===== src/rtl/round_pkg.sv =====
// Shared encodings for the round sequencer: FSM states, bomb-block result codes
// and score limits.
package round_pkg;

  typedef enum logic [2:0] {
    ST_IDLE  = 3'd0,
    ST_CLEAR = 3'd1,
    ST_COUNT = 3'd2,
    ST_PLAY  = 3'd3,
    ST_OVER  = 3'd4
  } roundState_t;

  localparam logic [1:0] GS_PLAY = 2'd0;
  localparam logic [1:0] GS_A    = 2'd1;
  localparam logic [1:0] GS_B    = 2'd2;
  localparam logic [1:0] GS_DRAW = 2'd3;

  localparam logic [3:0] SCORE_MAX = 4'd9;

  function automatic logic [3:0] satInc(input logic [3:0] s);
    return (s >= SCORE_MAX) ? SCORE_MAX : s + 4'd1;
  endfunction

endpackage


===== src/rtl/round_ctrl_tick_gen.sv =====
// Free-running character/bomb tick dividers, re-phased by a synchronous clear so
// that each round starts from a known tick alignment.
module tick_gen #(
  parameter int unsigned TICK_DIV = 25_000_000,
  parameter int unsigned BOMB_DIV = 4
) (
  input  logic clk,
  input  logic rst,
  input  logic sclr,
  output logic raw_char,
  output logic raw_bomb
);

  localparam int unsigned DW = (TICK_DIV > 1) ? $clog2(TICK_DIV) : 1;
  localparam int unsigned SW = (BOMB_DIV > 1) ? $clog2(BOMB_DIV) : 1;
  localparam logic [DW-1:0] DIV_LAST = DW'(TICK_DIV - 1);
  localparam logic [SW-1:0] SUB_LAST = SW'(BOMB_DIV - 1);

  logic [DW-1:0] divCnt;
  logic [SW-1:0] subCnt;

  assign raw_char = (divCnt == DIV_LAST);
  assign raw_bomb = raw_char && (subCnt == SUB_LAST);

  always_ff @(posedge clk or negedge rst) begin
    if (!rst) begin
      divCnt <= '0;
      subCnt <= '0;
    end else if (sclr) begin
      divCnt <= '0;
      subCnt <= '0;
    end else begin
      divCnt <= raw_char ? '0 : divCnt + 1'b1;
      if (raw_char) begin
        subCnt <= (subCnt == SUB_LAST) ? '0 : subCnt + 1'b1;
      end
    end
  end

endmodule


===== src/rtl/round_ctrl.sv =====
// Round sequencer for the two-player arena: FSM, datapath clear, gated move/bomb
// strobes, result latch and saturating match score.
module round_ctrl
  import round_pkg::*;
#(
  parameter int unsigned TICK_DIV  = 25_000_000,
  parameter int unsigned BOMB_DIV  = 4,
  parameter int unsigned COUNTDOWN = 3,
  parameter int unsigned OVER_HOLD = 5
) (
  input  logic       clk,
  input  logic       rst,
  input  logic       start,
  input  logic       abort,
  input  logic [1:0] game_state,
  output logic       clear,
  output logic       char_tick,
  output logic       bomb_tick,
  output logic       move_en,
  output logic [2:0] phase,
  output logic [1:0] countdown,
  output logic [1:0] winner,
  output logic [3:0] score_a,
  output logic [3:0] score_b
);

  localparam int unsigned HW = $clog2(OVER_HOLD + 1);
  localparam logic [HW-1:0] HOLD_LOAD = HW'(OVER_HOLD);
  localparam logic [HW-1:0] HOLD_LAST = HW'(1);
  localparam logic [1:0]    CD_LOAD   = 2'(COUNTDOWN);

  roundState_t   state;
  logic          startQ;
  logic          startEdge;
  logic [HW-1:0] holdCnt;
  logic          rawChar;
  logic          rawBomb;
  logic          inPlayLive;

  tick_gen #(
    .TICK_DIV(TICK_DIV),
    .BOMB_DIV(BOMB_DIV)
  ) uTickGen (
    .clk     (clk),
    .rst     (rst),
    .sclr    (clear),
    .raw_char(rawChar),
    .raw_bomb(rawBomb)
  );

  assign startEdge  = start && !startQ;
  assign inPlayLive = (state == ST_PLAY) && (game_state == GS_PLAY);
  assign phase      = state;

  always_ff @(posedge clk or negedge rst) begin
    if (!rst) begin
      state     <= ST_IDLE;
      startQ    <= 1'b0;
      clear     <= 1'b0;
      char_tick <= 1'b0;
      bomb_tick <= 1'b0;
      move_en   <= 1'b0;
      countdown <= '0;
      winner    <= '0;
      score_a   <= '0;
      score_b   <= '0;
      holdCnt   <= '0;
    end else begin
      startQ    <= start;
      clear     <= 1'b0;
      char_tick <= rawChar && inPlayLive;
      bomb_tick <= rawBomb && inPlayLive;

      // abort overrides every transition, including a CLEAR about to be issued
      if (abort) begin
        state     <= ST_IDLE;
        countdown <= '0;
        move_en   <= 1'b0;
      end else begin
        case (state)
          ST_IDLE: begin
            if (startEdge) begin
              state  <= ST_CLEAR;
              clear  <= 1'b1;
              winner <= '0;
            end
          end
          ST_CLEAR: begin
            state     <= ST_COUNT;
            countdown <= CD_LOAD;
          end
          ST_COUNT: begin
            if (rawBomb) begin
              if (countdown == 2'd1) begin
                state     <= ST_PLAY;
                countdown <= '0;
                move_en   <= 1'b1;
              end else begin
                countdown <= countdown - 2'd1;
              end
            end
          end
          ST_PLAY: begin
            if (game_state != GS_PLAY) begin
              state   <= ST_OVER;
              move_en <= 1'b0;
              winner  <= game_state;
              holdCnt <= HOLD_LOAD;
              if (game_state == GS_A || game_state == GS_DRAW) score_a <= satInc(score_a);
              if (game_state == GS_B || game_state == GS_DRAW) score_b <= satInc(score_b);
            end
          end
          ST_OVER: begin
            if (startEdge) begin
              state  <= ST_CLEAR;
              clear  <= 1'b1;
              winner <= '0;
            end else if (rawBomb) begin
              holdCnt <= holdCnt - 1'b1;
              if (holdCnt == HOLD_LAST) state <= ST_IDLE;
            end
          end
          default: begin
            state   <= ST_IDLE;
            move_en <= 1'b0;
          end
        endcase
      end
    end
  end

endmodule

===== config.mk =====
export PLATFORM = sky130hd
export DESIGN_NAME = round_ctrl
export DESIGN_NICKNAME = d
export VERILOG_FILES = /design/src/rtl/round_pkg.sv /design/src/rtl/round_ctrl_tick_gen.sv /design/src/rtl/round_ctrl.sv
export SDC_FILE = /design/constraint.sdc
export NUM_CORES = 1
export LEC_CHECK = 0
export ABC_AREA = 0
export ABC_CLOCK_PERIOD_IN_PS = 4050
export BUFFER_PORTS_ARGS = -buffer_cell sky130_fd_sc_hd__buf_2
export CORE_UTILIZATION = 51
export CTS_BUF_LIST = sky130_fd_sc_hd__clkbuf_2 sky130_fd_sc_hd__clkbuf_4 sky130_fd_sc_hd__clkbuf_8
export DETAILED_ROUTE_END_ITERATION = 10
export PLACE_DENSITY = 0.7
export RECOVER_POWER = 25
export SKIP_LAST_GASP = 1
export SLEW_MARGIN = 15
export SYNTH_ARGS = -nofsm -noshare
export SYNTH_HDL_FRONTEND = slang
export SYNTH_SLANG_ARGS = --single-unit

===== constraint.sdc =====
create_clock -name clk -period 4.05 [get_ports clk]
set_input_delay 0 -clock clk [delete_from_list [all_inputs] [get_ports clk]]
set_output_delay 0 -clock clk [all_outputs]
set_load 0.005 [all_outputs]

== After elaboration in Yosys (flattened, before gate mapping) ==
Cells that the tools add are included.
Word-level totals
  bits in registers: 50
  input bits: 6
  output and inout bits: 19
  word-level logic and storage cells: 103
Cells by class
  add/subtract/negate cells: 6
  order comparisons: 2
  eq/ne operators: 22
  mux-type cells: 35
  bitwise gates (word level): 1
  reduce and logical (&&, ||, !) cells: 24
Operators by type and width (number)
  $mux W25: 2
  $mux W3: 11
  $add A25 B1 Y25 const B: 1
  $eq A25 B25 Y1 const B: 1
  $mux W2: 8
  $reduce_and A4 Y1: 4
  $pmux W3 S5: 1
  $ne A3 B3 Y1 const B: 3
  $add A4 B1 Y4 const B: 2
  $ge A4 B4 Y1 const B: 2
  $mux W4: 2
  $ne A4 B4 Y1 const B: 2
  $pmux W2 S2: 2
  $reduce_bool A2 Y1: 4
  $mux W1: 7
  $eq A2 B2 Y1 const B: 3
  $eq A3 B1 Y1 const B: 2
  $eq A3 B2 Y1 const B: 2
  $ne A2 B1 Y1 const B: 3
  $pmux W3 S2: 1
  $reduce_and A6 Y1: 1
  $logic_and A1 B1 Y1: 5
  $reduce_and A5 Y1: 1
  $eq A2 B1 Y1 const B: 2
  other kinds (16): 18

== Logic depth before layout (Yosys ltp) ==
Gate-level depths: netlist of run 1.
  depth in word-level cells: 6
  depth in mapped cells: 8
  mapped depth without buffers: 7

== By module ==
Synthesis of run 1 repeated with hierarchy kept, for this count alone.
Unflattened totals
  cells, all modules: 270
  area, all modules: 2670.1 um2
By module, submodules not included
  tick_gen: instances 1, cells an instance 148, area each 1395.1 um2, sequential area each 675.6 um2
  round_ctrl: instances 1, cells an instance 122, area each 1275.0 um2, sequential area each 575.6 um2

== Worst setup path before layout of run 1 ==
Ideal clock, no wire load.
  kind: register to register
  start: register uTickGen.divCnt[15]
  end: register holdCnt[1]
  library setup time: 0.125 ns
  data arrival time: 1.658 ns
  required time: 3.925 ns
  slack: 2.267 ns
  cell stages (with the launch flop): 5
  path buffers: 0
  period minus slack after synthesis: 1.783 ns
  cell sequence: dfrtp_1 nor4b_1 nand4_1 nor3_2 mux2_2
Between the ends
  longest elaborated chain between the ends: 4
RTL lines
  start: declaration: line round_ctrl_tick_gen.sv:19  | logic [DW-1:0] divCnt;
  start signal: assignment: line round_ctrl_tick_gen.sv:33  | divCnt <= raw_char ? '0 : divCnt + 1'b1;
  $eq A25 B25 Y1: line round_ctrl_tick_gen.sv:22  | assign raw_char = (divCnt == DIV_LAST);
  $logic_and A1 B1 Y1: line round_ctrl_tick_gen.sv:23  | assign raw_bomb = raw_char && (subCnt == SUB_LAST);
  $ne A2 B2 Y1 (no source line)
  $reduce_and A5 Y1 (no source line)
  end signal: assignment: line round_ctrl.sv:119  | holdCnt <= holdCnt - 1'b1;
  end: declaration: line round_ctrl.sv:35  | logic [HW-1:0] holdCnt;
No other way between the ends.
A chain may end at the register's enable or synchronous reset.

==> Flow_metrics.wiki, run 1 <==
{| class="wikitable"
! Metric !! Value
|-
| Arr. time, crit path || 2.43 ns
|-
| Number of global-route vias before repair || 1,778
|-
| Setup clock skew after layout || 0.01019 ns
|-
| Core area || 0.005107 mm2
|-
| Synthesis Warnings || 0
|-
| Maximum VDD drop || 0.3589 mV
|-
| Start point of the worst hold path || abort
|-
| RSZ-0062 raised after global routing || no
|-
| Remaining Overflow, GRT || 0
|-
| Clock buffer count from CTS || 5
|-
| Largest stage delay, worst path || 1.87 ns
|-
| Number of design rule violations left after detail routing || 0
|-
| Detailed Route WL || 5.214 mm
|-
| Cell breakdown of the critical path || dlygate4sd3_1, clkbuf_1
|-
| Max_cap viols || 1
|-
| Count of hold buffers inserted by post-cts repair || 4
|-
| Critical path origin || rst
|-
| Number of placement rows || 26
|-
| Layer with the highest usage || met2
|-
| CTS Sinks || 50
|-
| Power density over the cells || 484.5 mW/mm2
|-
| Maximum fanout along the worst path || 50
|-
| Die Wd || 74.97 um
|-
| Placed cell count || 364
|-
| RR Startpoint || uTickGen.divCnt[0]
|-
| Unique masters post-synth || 51
|-
| Clock tree root driver cell || sky130_fd_sc_hd__clkbuf_8
|-
| Count of buffers from port buffering || 24
|-
| Number of buffer and inverter instances along the worst setup path || 2
|-
| Avg WL per Cell || 13.87 um
|-
| Status || complete, but fails checks
|-
| Final weighted congestion of routability-driven global placement || 0.8103
|-
| Violations in the final reports || capacitance limit, slew limit
|-
| Cell family with most CP delay || buffers and inverters
|-
| TritonCTS clock tree || done
|-
| # IOs || 25
|-
| Maximum number of pins on one net before global-route repair || 51
|-
| Area Overhead vs Synth || 10.18%
|-
| Antenna violations before repair || 0
|-
| CP Launch Type || primary input
|-
| Share of cells above drive strength 1 || 0.1405
|-
| Fraction of post-synthesis cell area in the top cell type by area || 0.4608
|-
| Cell with the most instances after synthesis || sky130_fd_sc_hd__dfrtp_1
|-
| Insertion delay to the later sink of the worst-skew pair || 0.31 ns
|-
| Leading post-synthesis cells by cell area || sky130_fd_sc_hd__dfrtp_1 (46%), sky130_fd_sc_hd__nor2_1 (6.4%), sky130_fd_sc_hd__xor2_1 (5.5%), sky130_fd_sc_hd__ha_1 (5.1%), sky130_fd_sc_hd__nand2_1 (3.2%)
|-
| Total count of hold-check failures in the final report || 0
|-
| # setup viols final || 0
|-
| Critical path data required time || 3.91 ns
|-
| Period minus WS final || 2.568 ns
|-
| Slowest stage cell, crit path || sky130_fd_sc_hd__clkbuf_1
|-
| Die area || 0.005620 mm2
|-
| Number of nets in the layout || 322
|-
| Total Neg Setup Slack || 0 ns
|-
| Overall global routing resource usage || 0.2004
|-
| First-pass iteration count of the detailed router || 4
|-
| Number of synthesized flops with an enable pin || 0
|-
| CTS resizes || 0
|-
| Number of synthesized register bits || 50
|-
| Die Ht || 74.97 um
|-
| Leading area contributor after synthesis || sky130_fd_sc_hd__dfrtp_1
|-
| Clock input transition at the sequential cells of the worst setup and hold paths || 0.09 ns
|-
| GR met1 Demand/Resource || 0.2857
|-
| Average instance area after synthesis || 9.767 um2
|-
| Maximum frequency from static timing analysis || 0.3895 GHz
|-
| GRT met3 Usage || 0.03748
|-
| Maximum root-to-sink buffer count || 2
|-
| Static power due to leakage || 1.404 nW
|-
| Final Slew Violations || 51
|-
| Number of inserted diodes || 0
|-
| Effective utilization at floorplan || 0.5316
|-
| Vias after detailed routing || 2,005
|-
| Type of the worst setup path || primary input to async pin
|-
| Global-route wire length before repair || 8.431 mm
|-
| Minimum hold slack || 0.01076 ns
|-
| Worst min-delay path category || primary input to register
|-
| Synthesized Nets || 295
|-
| Synth Instances || 278
|-
| Commonest cells in the netlist || sky130_fd_sc_hd__dfrtp_1 (50), sky130_fd_sc_hd__nor2_1 (46), sky130_fd_sc_hd__nand2_1 (23)
|-
| Cell area after technology mapping || 0.002715 mm2
|-
| Finished Layout Cells || 376
|-
| Slew Limit Headroom || -0.7664
|-
| H-tree depth reported by CTS || 2
|-
| CP endpoint kind || async pin
|-
| Final ANT Viol Nets || 0
|-
| 1st-iter DRT viols || 128
|-
| Fraction of registers with async set/reset || 1.000
|-
| Dpl hpwl || 3.617 mm
|-
| Number of buffers inserted to repair setup after CTS || 0
|-
| Via count normalized by instance count || 5.332
|-
| Power, Total || 0.001449 W
|-
| Worst Tran Pin Value || 2.650 ns
|-
| Ys flop type || sky130_fd_sc_hd__dfrtp_1
|-
| Met2 layer usage reported by global route || 0.2953
|-
| Seq/Total Area, Yosys || 0.4608
|-
| Fin crit share || 0.6340
|}
==> routing by layer <==
metal	vias up	routed length (um)
met4	0	91
met5	-	0
met3	6	137
met1	955	2637
met2	28	2347
li1	1016	-
==> logic make-up after synthesis <==
group / share of synthesized area
AO/OA/AOI/OAI: 0.07834
XOR/XNOR: 0.07742
adder cells (fa/ha/maj): 0.05069
buffers and inverters: 0.04378
flip-flops: 0.4608
multiplexers: 0.02074
AND/OR/NAND/NOR: 0.2682
==> path summary, 6_finish.rpt <==
check,end,cells past startpoint,slack [ns]
max in group clk,uTickGen.divCnt[6],6,1.64
max,uTickGen.divCnt[11],2,1.48
min,countdown[1],2,0.01
max reg2reg,uTickGen.divCnt[6],6,1.64
min in group asynchronous,uTickGen.divCnt[24],2,1.07
min reg2reg,winner[1],2,0.49
==> through the flow <==
| stage | util | area (um2) | setup WS, ns |
|---|---|---|---|
| final | 0.5857 | 2992 | 1.482 |
| after global routing | 0.5857 | 2992 | 0.8501 |
| after CTS | 0.5862 | 2994 | 1.615 |
| after detailed placement | 0.5608 | 2864 | 1.636 |
| after global placement | 0.5608 | 2864 | 1.693 |
| after floorplan | - | 2715 | 2.267 |
==> power breakdown <==
| part | switching [W] | total (W) | internal [W] |
|---|---|---|---|
| Sequential | 0.000119 | 0.000718 | 0.000599 |
| Combinational | 0.000235 | 0.000432 | 0.000197 |
| Clock | 0.000178 | 0.000300 | 0.000122 |
| Total | 0.000532 | 0.00145 | 0.000917 |
==> final cells by class <==
| cell class | count | area [um2] |
|---|---|---|
| clock inverter | 3 | 21.27 |
| sequential | 50 | 1251 |
| multi-input combinational | 204 | 1345 |
| inverter | 16 | 60.06 |
| timing repair buffer | 28 | 157.7 |
| fill | 454 | 2116 |
| tap | 70 | 87.58 |
| clock buffer | 5 | 68.82 |
==> registers in the layout (all words and copies together) (netlist names), 2 cells and up <==
signal           count
uTickGen.divCnt     25
score_a              4
uTickGen.subCnt      2
score_b              4
phase                3
winner               2
countdown            2
holdCnt              3
==> cells in the final DEF (no fill, tap or decap), drive strengths merged, types with 3 or more instances in the layout <==
| cell | n |
|---|---|
| dfrtp | 50 |
| nor2 | 47 |
| nand2 | 23 |
| buf | 22 |
| xor2 | 17 |
| inv | 16 |
| nand3 | 16 |
| nand4 | 13 |
| o21ai | 11 |
| ha | 11 |
| xnor2 | 7 |
| clkbuf | 7 |
| and3 | 6 |
| nor3 | 6 |
| o31ai | 4 |
| dlygate4sd3 | 4 |
| nor4 | 4 |
| and2 | 3 |
| a21oi | 3 |
| a31oi | 3 |
| mux2i | 3 |
Power figures use the tool's default switching activity.
==> inputs of run 2 (changes only) <==
ABC_CLOCK_PERIOD_IN_PS = 2250   (was 4050)
PLACE_DENSITY = 0.73   (was 0.7)
clock period = 2.25 ns   (was 4.05 ns; I/O delays follow)
==> run 2 against run 1 <==
The flow now finishes without violations. Sequential cell count is the same. Via count grew 6.8%. Setup slack lost 1.2 ns. First-iteration DRC count grew 15%. Combinational power grew 96%. Utilization grew 2.3 points. Die area is the same. Clock power grew to 2.5 times the previous value. Clock skew grew 0.0019 ns. Final area grew 3.8%. Final cell count grew 2.1%.
==> Flow_metrics.wiki, run 2 (same netlist as run 1, synthesis figures left out) <==
{| class="wikitable"
! Metric !! Value
|-
| Status || complete, no violations (was complete, but fails checks)
|-
| Final Slew Violations || 0 (was 51)
|-
| Fin crit share || 0.8840
|-
| Detailed Route WL || 5.503 mm (was 5.214 mm)
|-
| RR Startpoint || uTickGen.divCnt[15] (was uTickGen.divCnt[0])
|-
| Count of buffers from port buffering || 24 (unchanged)
|-
| Final weighted congestion of routability-driven global placement || 0.8272 (was 0.8103)
|-
| Effective utilization at floorplan || 0.5316 (unchanged)
|-
| Static power due to leakage || 1.464 nW (was 1.404 nW)
|-
| Core area || 0.005107 mm2 (unchanged)
|-
| Overall global routing resource usage || 0.2112 (was 0.2004)
|-
| Highest Signal Layer || met4 (unchanged)
|-
| Maximum number of pins on one net before global-route repair || 28 (was 51)
|-
| Finished Layout Cells || 384 (was 376)
|-
| Maximum fanout along the worst path || 6 (was 50)
|-
| TritonCTS clock tree || done (unchanged)
|-
| Register with the highest flop count || uTickGen.divCnt (unchanged)
|-
| Insertion delay to the later sink of the worst-skew pair || 0.31 ns (about the same)
|-
| Length of routed wiring on met1 || 2.566 mm (was 2.637 mm)
|-
| Post-placement setup slack || 0.2538 ns (was 1.636 ns)
|-
| Remaining Overflow, GRT || 0 (unchanged)
|-
| Final ANT Viol Nets || 0 (unchanged)
|-
| Worst hold endpoint || startQ (was countdown[1])
|-
| Dpl hpwl || 3.822 mm (was 3.617 mm)
|-
| Start point of the worst hold path || start (was abort)
|-
| Number of nets in the layout || 330 (was 322)
|-
| Register-to-Register Path Depth || 4 (was 6)
|-
| Slew Limit Headroom || 0.01353 (was -0.7664)
|-
| Maximum VDD drop || 0.6481 mV (was 0.3589 mV)
|-
| Worst Slack Setup Final || 0.2610 ns (was 1.482 ns)
|-
| Total Neg Setup Slack || 0 ns (unchanged)
|-
| Area Overhead vs Synth || 14.42% (was 10.18%)
|-
| Clock buffer count from CTS || 5 (unchanged)
|-
| Flip-flop count of the largest register after layout || 25 (unchanged)
|-
| # IOs || 25 (unchanged)
|-
| Clock tree root driver cell || sky130_fd_sc_hd__clkbuf_8 (unchanged)
|-
| Power density over the cells || 927.7 mW/mm2 (was 484.5 mW/mm2)
|-
| H-tree depth reported by CTS || 2 (unchanged)
|-
| Hold Path Stages || 2 (unchanged)
|-
| Die Ht || 74.97 um (unchanged)
|-
| Minimum setup slack among reg-to-reg paths || 0.26 ns (was 1.64 ns)
|-
| Most frequent standard cell in the layout excluding fill and tap cells || sky130_fd_sc_hd__dfrtp_1 (unchanged)
|-
| Maximum root-to-sink buffer count || 2 (unchanged)
|-
| Number of buffers inserted to repair setup after CTS || 0 (unchanged)
|-
| Met2 Routed Length || 2.640 mm (was 2.347 mm)
|-
| Number of design rule violations left after detail routing || 0 (unchanged)
|-
| Total met3 wirelength after detailed routing || 184 um (was 137 um)
|-
| Max_cap viols || 0 (was 1)
|-
| Period minus WS final || 1.989 ns
|-
| Number of inserted diodes || 0 (unchanged)
|-
| Avg WL per Cell || 14.33 um (was 13.87 um)
|-
| CP Launch Type || register (was primary input)
|-
| Via count normalized by instance count || 5.576 (was 5.332)
|-
| Global-route wire length before repair || 9.045 mm (was 8.431 mm)
|-
| Die Wd || 74.97 um (unchanged)
|-
| Top flop regs || uTickGen.divCnt: 25 flops, score_a: 4 flops, score_b: 4 flops (unchanged)
|-
| Placed cell count || 371 (was 364)
|-
| Share of cells above drive strength 1 || 0.1529 (was 0.1405)
|-
| Die area || 0.005620 mm2 (unchanged)
|-
| Type of the worst setup path || register to register (was primary input to async pin)
|-
| # setup viols final || 0 (unchanged)
|-
| R2R Path End || holdCnt[1] (was uTickGen.divCnt[6])
|-
| First-pass iteration count of the detailed router || 4 (unchanged)
|-
| 1st-iter DRT viols || 147 (was 128)
|-
| Arr. time, crit path || 2.20 ns (was 2.43 ns)
|-
| CP endpoint kind || register (was async pin)
|-
| Total count of hold-check failures in the final report || 0 (unchanged)
|-
| Critical path data required time || 2.46 ns (was 3.91 ns)
|-
| Maximum frequency from static timing analysis || 0.5028 GHz
|-
| Clock input transition at the sequential cells of the worst setup and hold paths || 0.10 ns (was 0.09 ns)
|-
| Number of global-route vias before repair || 1,960 (was 1,778)
|-
| Number of placement rows || 26 (unchanged)
|-
| Worst min-delay path category || primary input to register (unchanged)
|-
| Setup clock skew after layout || 0.01205 ns (was 0.01019 ns)
|-
| Antenna violations before repair || 0 (unchanged)
|-
| Worst Tran Pin Value || 1.480 ns (was 2.650 ns)
|-
| Commonest cells after routing, fill and taps aside || sky130_fd_sc_hd__dfrtp_1 (50), sky130_fd_sc_hd__nor2_1 (46), sky130_fd_sc_hd__nand2_1 (23) (unchanged)
|-
| Vias after detailed routing || 2,141 (was 2,005)
|-
| CTS Sinks || 50 (unchanged)
|-
| RSZ-0062 raised after global routing || no (unchanged)
|}
[run 2: cell types whose count changed in the layout (fill, tap and decap cells not counted), sizes merged]
cell         previous run  this run
buf                    22        27
clkinvlp                1         0
clkbuf                  7         9
dlygate4sd3             4         5
bufinv                  0         2
clkinv                  2         1
[run 2: worst max path at each step]
stage                              startpoint          to  cells past startpoint
after floorplan           uTickGen.divCnt[15]  holdCnt[1]                      4
after global placement    uTickGen.divCnt[15]  holdCnt[1]                      4
after detailed placement  uTickGen.divCnt[15]  holdCnt[1]                      4
after CTS                 uTickGen.divCnt[15]  holdCnt[1]                      4
after global routing      uTickGen.divCnt[15]  holdCnt[1]                      4
final                     uTickGen.divCnt[15]  holdCnt[1]                      4
[run 2: layer usage]
metal,vias to the layer above,track usage
li1,1031,-
met1,1053,0.2947
met2,45,0.3263
met3,12,0.04418
met4,0,0.07547
met5,-,0
[run 2: layout make-up]
class / count / area, um2
clock inverters: 3 / 68.82
multi-input cells: 204 / 1345
inverters: 16 / 60.06
clock buffers: 5 / 68.82
well taps: 70 / 87.58
fillers: 452 / 2001
flip-flops and latches: 50 / 1251
repair buffers: 36 / 225.2
[run 2: per-stage QoR]
step / hold WS, ns / total power, W / utilization / area (um2)
3_5_place_dp: 0.01938 / 0.002129 / 0.5735 / 2929
5_1_grt: 0.3869 / 0.003085 / 0.6083 / 3107
4_1_cts: 0.2301 / 0.002902 / 0.6102 / 3117
3_3_place_gp: 0.01221 / 0.002096 / 0.5735 / 2929
6_report: 0.3997 / 0.002882 / 0.6083 / 3107
2_1_floorplan: -0.2956 / 0.001848 / - / 2715
[run 2: what timing repair did]
action / in CTS / in global routing
setup endpoints to repair: 0 / 0
hold buffers: 5 / 0
endpoints found under the hold margin: 56 / 0
gates resized for setup: 0 / 0
[run 2: power breakdown]
group	switching (W)	internal, W	leakage (nW)
Sequential	0.000197	0.00108	0.663
Clock	0.000317	0.000446	0.0683
Combinational	0.000468	0.000376	0.732
Total	0.000982	0.00190	1.46
[run 2: worst max-delay path, stage by stage (launching register included)]
cell and delay (ns):
sky130_fd_sc_hd__dfrtp_1 0.45, sky130_fd_sc_hd__nor4b_1 0.50, sky130_fd_sc_hd__nand4_1 0.25, sky130_fd_sc_hd__nor3_2 0.32, sky130_fd_sc_hd__mux2_2 0.37
==> inputs of run 3 (changes only) <==
SYNTH_HIERARCHICAL = 1   (was default)
==> run 3 against run 2 <==
The flow now finishes with violations (setup timing). Wire length hardly changed. Sequential power is 17% lower. Synthesized area is 1.7% lower. Critical endpoint unchanged.
==> Flow_metrics.wiki, run 3 <==
{| class="wikitable"
! Metric !! Value
|-
| Overall global routing resource usage || 0.2273 (was 0.2112)
|-
| Vias after detailed routing || 2,197 (was 2,141)
|-
| Leading area contributor after synthesis || sky130_fd_sc_hd__dfrtp_1 (unchanged)
|-
| Number of global-route vias before repair || 2,048 (was 1,960)
|-
| Setup clock skew after layout || 0.009961 ns (was 0.01205 ns)
|-
| Average instance area after synthesis || 9.889 um2 (was 9.767 um2)
|-
| Number of synthesized register bits || 50 (unchanged)
|-
| Register with the highest flop count || uTickGen/divCnt (was uTickGen.divCnt)
|-
| TritonCTS clock tree || done (unchanged)
|-
| Largest stage delay, worst path || 0.39 ns (was 0.50 ns)
|-
| Global-route wire length before repair || 9.466 mm (was 9.045 mm)
|-
| Number of placement rows || 25 (was 26)
|-
| Commonest cells after routing, fill and taps aside || sky130_fd_sc_hd__dfrtp_1 (50), sky130_fd_sc_hd__nor2_1 (26), sky130_fd_sc_hd__buf_4 (26) (was sky130_fd_sc_hd__dfrtp_1 (50), sky130_fd_sc_hd__nor2_1 (46), sky130_fd_sc_hd__nand2_1 (23))
|-
| Cell with the most instances after synthesis || sky130_fd_sc_hd__dfrtp_1 (unchanged)
|-
| Commonest cells in the netlist || sky130_fd_sc_hd__dfrtp_1 (50), sky130_fd_sc_hd__nor2_1 (26), sky130_fd_sc_hd__inv_1 (16) (was sky130_fd_sc_hd__dfrtp_1 (50), sky130_fd_sc_hd__nor2_1 (46), sky130_fd_sc_hd__nand2_1 (23))
|-
| Detailed Route WL || 5.504 mm (was 5.503 mm)
|-
| Number of nets in the layout || 339 (was 330)
|-
| Post-placement setup slack || -0.09348 ns (was 0.2538 ns)
|-
| Die Ht || 74.36 um (was 74.97 um)
|-
| Number of synthesized flops with an enable pin || 0 (unchanged)
|-
| Final weighted congestion of routability-driven global placement || 0.8243 (was 0.8272)
|-
| Antenna violations before repair || 0 (unchanged)
|-
| Leading post-synthesis cells by cell area || sky130_fd_sc_hd__dfrtp_1 (47%), sky130_fd_sc_hd__ha_1 (5.2%), sky130_fd_sc_hd__nor2_1 (3.7%), sky130_fd_sc_hd__a21oi_1 (2.8%), sky130_fd_sc_hd__nand4_1 (2.8%) (was sky130_fd_sc_hd__dfrtp_1 (46%), sky130_fd_sc_hd__nor2_1 (6.4%), sky130_fd_sc_hd__xor2_1 (5.5%), sky130_fd_sc_hd__ha_1 (5.1%), sky130_fd_sc_hd__nand2_1 (3.2%))
|-
| Cell area after technology mapping || 0.002670 mm2 (was 0.002715 mm2)
|-
| Avg WL per Cell || 14.15 um (was 14.33 um)
|-
| Power density over the cells || 615.9 mW/mm2 (was 927.7 mW/mm2)
|-
| Period minus WS final || 2.320 ns (was 1.989 ns)
|-
| Synthesized Nets || 287 (was 295)
|-
| Violations in the final reports || setup timing
|-
| Multiplexer area fraction after synthesis || 0.007498 (was 0.02074)
|-
| Count of buffers from port buffering || 24 (unchanged)
|-
| Seq/Total Area, Yosys || 0.4686 (was 0.4608)
|-
| Synthesis Warnings || 6 (was 0)
|-
| Final Slew Violations || 0 (unchanged)
|-
| Maximum fanout along the worst path || 3 (was 6)
|-
| First-pass iteration count of the detailed router || 4 (unchanged)
|-
| Share of cells above drive strength 1 || 0.2360 (was 0.1529)
|-
| Total Neg Setup Slack || -0.09081 ns (was 0 ns)
|-
| Flip-flop count of the largest register after layout || 25 (unchanged)
|-
| Number of buffer and inverter instances along the worst setup path || 0 (unchanged)
|-
| Clock input transition at the sequential cells of the worst setup and hold paths || 0.08 ns (was 0.10 ns)
|-
| Post-Synth XOR/XNOR Area || 0.03936 (was 0.07742)
|-
| Core area || 0.004880 mm2 (was 0.005107 mm2)
|-
| Synth Instances || 270 (was 278)
|-
| Synthesized-area fraction occupied by and/or/nand/nor cells || 0.2512 (was 0.2682)
|-
| Dpl hpwl || 3.988 mm (was 3.822 mm)
|-
| Slowest stage cell, crit path || sky130_fd_sc_hd__dfrtp_1 (was sky130_fd_sc_hd__nor4b_1)
|-
| Most frequent standard cell in the layout excluding fill and tap cells || sky130_fd_sc_hd__dfrtp_1 (unchanged)
|-
| Via count normalized by instance count || 5.648 (was 5.576)
|-
| Area Overhead vs Synth || 20.81% (was 14.42%)
|-
| RSZ-0062 raised after global routing || yes (was no)
|-
| Worst min-delay path category || primary input to register (unchanged)
|-
| Placement-stage cell area || 0.003050 mm2 (was 0.002929 mm2)
|-
| Static power due to leakage || 1.469 nW (was 1.464 nW)
|-
| Number of design rule violations left after detail routing || 0 (unchanged)
|-
| Finished layout cell area || 0.003226 mm2 (was 0.003107 mm2)
|-
| Clock buffer count from CTS || 5 (unchanged)
|-
| Status || complete, but fails checks (was complete, no violations)
|-
| Maximum number of pins on one net before global-route repair || 25 (was 28)
|-
| Number of inserted diodes || 0 (unchanged)
|-
| Die area || 0.005529 mm2 (was 0.005620 mm2)
|-
| # setup viols final || 2 (was 0)
|-
| H-tree depth reported by CTS || 2 (unchanged)
|-
| Ys flop type || sky130_fd_sc_hd__dfrtp_1 (unchanged)
|-
| Fraction of post-synthesis cell area in the top cell type by area || 0.4686 (was 0.4608)
|-
| CTS Sinks || 50 (unchanged)
|-
| Fraction of registers with async set/reset || 1.000 (unchanged)
|-
| Complex-gate fraction of the synthesized area || 0.1392 (was 0.07834)
|-
| Finished Layout Cells || 389 (was 384)
|-
| Die Wd || 74.36 um (was 74.97 um)
|-
| Max_cap viols || 0 (unchanged)
|-
| Critical path data required time || 2.44 ns (was 2.46 ns)
|-
| Maximum root-to-sink buffer count || 2 (unchanged)
|-
| Insertion delay to the later sink of the worst-skew pair || 0.30 ns (was 0.31 ns)
|-
| Slew Limit Headroom || 0.2643 (was 0.01353)
|-
| Worst Slack Setup Final || -0.07046 ns (was 0.2610 ns)
|-
| Cell breakdown of the critical path || nor4b_2, nand4_1, nor4_4, and2_4, or2b_4, o32a_1, a22o_1 (was nor4b_1, nand4_1, nor3_2, mux2_2)
|-
| Worst Tran Pin Value || 1.104 ns (was 1.480 ns)
|-
| Top flop regs || uTickGen/divCnt: 25 flops, score_a: 4 flops, score_b: 4 flops (was uTickGen.divCnt: 25 flops, score_a: 4 flops, score_b: 4 flops)
|-
| Placed cell count || 375 (was 371)
|-
| Fin crit share || 1.031 (was 0.8840)
|-
| Total count of hold-check failures in the final report || 0 (unchanged)
|-
| CP endpoint kind || register (unchanged)
|-
| Effective utilization at floorplan || 0.5472 (was 0.5316)
|-
| Arr. time, crit path || 2.51 ns (was 2.20 ns)
|-
| Type of the worst setup path || register to register (unchanged)
|-
| CP Launch Type || register (unchanged)
|-
| Maximum frequency from static timing analysis || 0.4309 GHz (was 0.5028 GHz)
|-
| # IOs || 25 (unchanged)
|-
| Unique masters post-synth || 54 (was 51)
|-
| Remaining Overflow, GRT || 0 (unchanged)
|-
| Clock tree root driver cell || sky130_fd_sc_hd__clkbuf_8 (unchanged)
|-
| Maximum VDD drop || 0.4775 mV (was 0.6481 mV)
|-
| 1st-iter DRT viols || 165 (was 147)
|-
| Area share of fa/ha/maj cells after synthesis || 0.05155 (was 0.05069)
|-
| Cell family with most CP delay || simple AND/OR/NAND/NOR gates (unchanged)
|-
| Largest family of logic cells by synthesized area || simple AND/OR/NAND/NOR gates (unchanged)
|-
| Final ANT Viol Nets || 0 (unchanged)
|}
-- run 3: changes by cell type after synthesis, moves of 4 or more --
| cell | change |
|---|---|
| sky130_fd_sc_hd__nor4_1 | +4 |
| sky130_fd_sc_hd__nor2_1 | -20 |
| sky130_fd_sc_hd__nand2_1 | -12 |
| sky130_fd_sc_hd__or3_1 | +10 |
| sky130_fd_sc_hd__or4_1 | +4 |
| sky130_fd_sc_hd__nand3_1 | -11 |
| sky130_fd_sc_hd__nor2b_1 | +5 |
| sky130_fd_sc_hd__xor2_1 | -13 |
| sky130_fd_sc_hd__a21oi_1 | +12 |
-- run 3: stage by stage --
step	utilization	hold slack, ns	total power, W
2_1_floorplan	-	-0.2956	0.001297
3_3_place_gp	0.6251	-0.01932	0.001467
3_5_place_dp	0.6251	-0.02020	0.001485
4_1_cts	0.6564	0.02113	0.002010
5_1_grt	0.6610	0.05300	0.002106
6_report	0.6610	0.01929	0.001987
-- run 3: area by class of cell --
cell class                      count  area, um2
Clock buffer                        7      83.83
Fill cell                         400       1654
Inverter                           16      60.06
Multi-Input combinational cell    194       1383
Sequential cell                    50       1251
Tap cell                           67      83.83
Timing Repair Buffer               55      364.1
-- run 3: cell families after synthesis --
family,count (synthesis)
compound gates,56
xor+xnor,12
fa+ha+maj,11
buf+inv,26
flops,50
mux,2
simple gates,113
-- run 3: report_power, final --
| part | switching, W | internal, W |
|---|---|---|
| sequential | 0.0000794 | 0.000975 |
| clock | 0.000274 | 0.000239 |
| combinational | 0.000211 | 0.000208 |
-- run 3: path summary, 6_finish.rpt --
kind                                    start                   to  slack, ns  depth (start not counted)
setup / recovery           uTickGen/divCnt[7]           holdCnt[1]      -0.07                          7
hold / removal                  game_state[0]           score_a[0]       0.02                          3
setup reg to reg           uTickGen/divCnt[7]           holdCnt[1]      -0.07                          7
hold reg to reg                     winner[1]            winner[1]       0.49                          1
max in group asynchronous                 rst  uTickGen/divCnt[11]       0.65                          3
min in group asynchronous                 rst         countdown[1]       0.42                          2
-- run 3: repair_timing --
action | in CTS | in global routing
hold buffers | 3 | 0
setup buffers | 3 | 1
pin swaps | 5 | 5
hold endpoints to repair | 21 | 0
setup endpoints to repair | 5 | 8
resized for setup | 2 | 4
-- run 3: metal layers --
metal	global-route usage	wire length, um	share of wire
met5	0	0	0
met4	0.08595	101	0.018
met3	0.04336	206	0.037
met2	0.3596	2497	0.45
met1	0.3123	2699	0.49
-- run 3: worst min-delay path, delay by kind of cell --
kind / cells / cell delay, ns
AND/OR/NAND/NOR: 1 / 0.08
AO/OA/AOI/OAI: 1 / 0.07
buffers and inverters: 1 / 0.13
